$ cat src/rtl/div_unit.sv
// Iterative 32-bit restoring divider writing quotient to Lo and remainder to Hi.
// Define DIV_SIGNED_EN for two's-complement signed division; unsigned otherwise.
module div_unit (
    input  logic        Clk,
    input  logic        ResetN,
    input  logic [31:0] DivA,
    input  logic [31:0] DivB,
    input  logic        DivControl,
    output logic [31:0] Hi,
    output logic [31:0] Lo,
    output logic        Busy,
    output logic        Done,
    output logic        DivZero
);

    localparam logic [1:0] IDLE = 2'd0;
    localparam logic [1:0] CALC = 2'd1;
    localparam logic [1:0] FIX  = 2'd2;

    logic [1:0]  state;
    logic [4:0]  count;
    logic [31:0] rem;
    logic [31:0] quo;
    logic [31:0] b_mag;

    logic [31:0] a_abs;
    logic [31:0] b_abs;
    logic [32:0] rem_shift;
    logic [31:0] rem_sub;
    logic        fits;
    logic [31:0] q_final;
    logic [31:0] r_final;

`ifdef DIV_SIGNED_EN
    logic neg_q;
    logic neg_r;

    assign a_abs   = DivA[31] ? (~DivA + 32'd1) : DivA;
    assign b_abs   = DivB[31] ? (~DivB + 32'd1) : DivB;
    assign q_final = neg_q ? (~quo + 32'd1) : quo;
    assign r_final = neg_r ? (~rem + 32'd1) : rem;
`else
    assign a_abs   = DivA;
    assign b_abs   = DivB;
    assign q_final = quo;
    assign r_final = rem;
`endif

    // The partial remainder is always below |B| once restored, so only the
    // shifted value needs the 33rd bit; the subtraction result fits in 32.
    assign rem_shift = {rem, quo[31]};
    assign fits      = (rem_shift >= {1'b0, b_mag});
    assign rem_sub   = rem_shift[31:0] - b_mag;

    assign Busy = (state != IDLE);

    always_ff @(posedge Clk or negedge ResetN) begin
        if (!ResetN) begin
            state   <= IDLE;
            count   <= 5'd0;
            rem     <= 32'd0;
            quo     <= 32'd0;
            b_mag   <= 32'd0;
            Hi      <= 32'd0;
            Lo      <= 32'd0;
            Done    <= 1'b0;
            DivZero <= 1'b0;
`ifdef DIV_SIGNED_EN
            neg_q   <= 1'b0;
            neg_r   <= 1'b0;
`endif
        end else begin
            Done <= 1'b0;
            case (state)
                IDLE: begin
                    if (DivControl) begin
                        if (DivB == 32'd0) begin
                            DivZero <= 1'b1;
                            Done    <= 1'b1;
                        end else begin
                            quo     <= a_abs;
                            rem     <= 32'd0;
                            count   <= 5'd0;
                            b_mag   <= b_abs;
                            DivZero <= 1'b0;
`ifdef DIV_SIGNED_EN
                            neg_q   <= DivA[31] ^ DivB[31];
                            neg_r   <= DivA[31];
`endif
                            state   <= CALC;
                        end
                    end
                end
                CALC: begin
                    rem   <= fits ? rem_sub : rem_shift[31:0];
                    quo   <= {quo[30:0], fits};
                    count <= count + 5'd1;
                    if (count == 5'd31) begin
                        state <= FIX;
                    end
                end
                FIX: begin
                    Hi    <= r_final;
                    Lo    <= q_final;
                    Done  <= 1'b1;
                    state <= IDLE;
                end
                default: state <= IDLE;
            endcase
        end
    end

endmodule

$ cat config.mk
export PLATFORM = sky130hd
export DESIGN_NAME = div_unit
export DESIGN_NICKNAME = d
export VERILOG_FILES = /design/src/rtl/div_unit.sv
export SDC_FILE = /design/constraint.sdc
export NUM_CORES = 1
export LEC_CHECK = 0
export ABC_CLOCK_PERIOD_IN_PS = 3300
export BUFFER_PORTS_ARGS = -buffer_cell sky130_fd_sc_hd__buf_2
export CAP_MARGIN = 20
export CORE_UTILIZATION = 30
export DETAILED_ROUTE_END_ITERATION = 10
export GPL_ROUTABILITY_DRIVEN = 1
export HOLD_SLACK_MARGIN = 0.1
export MAX_ROUTING_LAYER = met4
export RECOVER_POWER = 100
export SKIP_LAST_GASP = 1
export SLEW_MARGIN = 20
export SYNTH_ARGS = -nofsm -noshare
export SYNTH_HDL_FRONTEND = slang
export SYNTH_SLANG_ARGS = --single-unit
$ cat constraint.sdc
create_clock -name Clk -period 3.3 [get_ports Clk]
set_input_delay 0.33 -clock Clk [delete_from_list [all_inputs] [get_ports Clk]]
set_output_delay 0.33 -clock Clk [all_outputs]
set_load 0.03 [all_outputs]
==> flow_summary.toml <==
[outcome]
outcome = "finished with violations"
violations = "capacitance limit, slew limit"

[worst_setup_path]
critPathLaunch = "DivB[3]"
crit_fanout = 19
r2r_start = "r_final[19]"
critPathCaptureType = "flip-flop"
required_ns = 3.66
start_kind = "input pin"
path_class = "input pin to flip-flop"
cp_data_arrival_time_ns = 3.38

[power]
peakVddDrop_uv = 440
cellLeakagePower_nw = 4.95
power.total_mw = 11.5
power.density_mw_per_mm2 = 1100

[place]
dp_cells = 1308
dpl_cell_area_mm2 = 0.00977
dpl.hpwl_mm = 15.7
port_buffers = 133
gp_congestion = 0.853

[sta]
tns_ns = 0
fmax_mhz = 331
rsz0062_at_grt = "false"
setup_violations = 0
timing.hold.ws_ns = 0.111
slew_violations = 102
max-slew-margin-rel = -0.172
fin_crit_sh = 0.916
tightest_slew_ns = 1.75
min_period_ns = 3.02
skew_ns = 0.0151
hold_viol = 0

[flow_run]
cap_violations = 2

[logic_synthesis]
seq_area_frac_synth = 0.493
synth_fp_nets = 923
syn-mean-instance-area_um2 = 10.4
synth_top_area_share = 0.493
synth_edf_count = 0
ys_warn_count = 0
synth-seq-cells = 169
ys.flop_type = "dfrtp_1"
synth_area_leaders = "dfrtp_1 49%, mux2_2 8.3%, ha_1 5.0%"
ys_types = 56
syn-cell-area_mm2 = 0.00858
synth-async-reset-ratio = 1.00
synthCells = 821
synth.largest_area_cell = "dfrtp_1"

[floorplanning]
initial_utilization = 0.307
row_count = 61
die_height_um = 171
die_w_um = 171
ioPinCount = 134
die_area_mm2 = 0.0293
placeableCoreArea_mm2 = 0.0279

[global_routing]
grt_use_total = 0.159
grt_overflow = 0
grt_max_degree = 68
grt_pass1_wl_mm = 35.2
grt_pass1_vias = 6629
antenna_found_initial = 1

[routing]
ant_nets = 0
dr_total_vias = 6733
vias_per_cell = 4.95
wl_per_cell_um = 16.0
routed_wl_mm = 21.8
drt-initial-drc-count = 432
drc = 0
first_pass_iters = 6

[layout]
fill_cells = 2884
syn_to_final_growth_pct = 21.4
final_common_cell = "dfrtp_1"
stdcell_count = 1359
layout.nets = 1069
multi_input_area_mm2 = 0.00391
regArea_mm2 = 0.00423
final_cell_mix = "169 x dfrtp_1, 86 x nand2_1, 75 x o21ai_0"
drive_gt1_frac = 0.195
stdcell_area_mm2 = 0.0104

[clock_network]
clock_latency_ns = 0.45
htree_levels = 4
clk_pin_slew_ns = 0.08
postCtsSetupBuffers = 0
root_buffer = "clkbuf_16"
cts-buffers-inserted = 17
cts_sinks = 169
cts_resized = 0
ctsLongestPathBuffers = 2
cts_tree = "yes"

[hold_path]
hold_path.class = "input pin to flip-flop"
min_from = "DivB[8]"
worst max-delay path, cell delays in order:
cell,delay (ns)
dlygate4sd3_1,0.55
buf_2,0.13
nor4_1,0.23
clkbuf_1,0.22
nand4_1,0.29
o21ai_0,0.24
clkbuf_1,0.19
a21o_1,0.64
clkbuf_2,0.35
a32oi_1,0.09
o21ai_0,0.11
flip-flops by register name, indices dropped and copies added, names as in the netlist:
| name | count |
|---|---|
| b_mag | 32 |
| state | 2 |
| Lo | 32 |
| count | 5 |
| r_final | 32 |
| DivZero | 1 |
| Hi | 32 |
| Done | 1 |
| q_final | 32 |
metal layers:
metal  GRT usage  share of wire
met5           -              0
met4      0.0384          0.011
met3      0.0391          0.050
met2       0.255           0.47
met1       0.201           0.47
cells in the mapped netlist (2+ instances only):
cell type  instances
a211o_1            4
a211oi_1           3
a21boi_0           3
a21o_1            16
a21oi_1           32
a21oi_2            6
a222oi_1          31
a22o_1             4
a31oi_1            6
a32oi_1            8
and3_1             2
buf_2              2
buf_6              2
clkbuf_1          39
dfrtp_1          169
ha_1              34
inv_1             73
mux2_2            63
mux2i_1           22
nand2_1           87
nand2b_1           6
nand3_1            9
nand4_1           13
nor2_1            23
nor2b_1            6
nor3_1             8
nor3b_1            2
nor4_1             9
o2111ai_1          2
o211ai_1           5
o21a_1             3
o21ai_0           58
o21ai_1           18
o21bai_1           4
o22ai_1            2
xnor2_1           19
xor2_1             9
final timing paths:
kind,end,slack (ns),depth (start not counted)
hold / removal,b_mag[8],0.11,3
setup reg to reg,r_final[7],0.30,11
setup / recovery,r_final[20],0.28,11
hold reg to reg,Hi[30],0.49,2
max in group asynchronous,Lo[29],0.83,3
min in group asynchronous,Hi[16],0.76,2
where the power goes:
part	internal (mW)	total (mW)	switching [mW]
combinational	2.55	6.10	3.55
sequential	2.82	3.32	0.507
clock	1.04	2.05	1.01
metrics by stage:
| stage | worst slack (ns) | util |
|---|---|---|
| floorplan | 0.694 | - |
| global placement | 0.398 | 0.350 |
| detailed placement | 0.343 | 0.350 |
| CTS | 0.318 | 0.378 |
| global route | 0.0417 | 0.373 |
| finish | 0.279 | 0.373 |
layout make-up:
type	instances	share of cell area
antenna	1	0.000240
clock buffer	17	0.0409
clock inverter	15	0.0189
inverter	73	0.0263
multi-input combinational	536	0.375
sequential	169	0.406
tap	378	0.0454
timing repair buffer	170	0.0868
logic make-up after synthesis:
| logic type | count (synthesis) | synth area share |
|---|---|---|
| muxes | 85 | 0.108 |
| AOI/OAI and AO/OA | 215 | 0.172 |
| buffers and inverters | 116 | 0.0528 |
| xor gates and xnor gates | 28 | 0.0286 |
| and+or+nand+nor | 173 | 0.0936 |
| adders and majority gates | 35 | 0.0519 |
| DFF | 169 | 0.493 |
repair_timing:
action	in CTS	in global routing
endpoints found under the hold margin	70	1
endpoints found under the setup margin	0	0
hold buffers	17	1
Power figures use the tool's default switching activity.
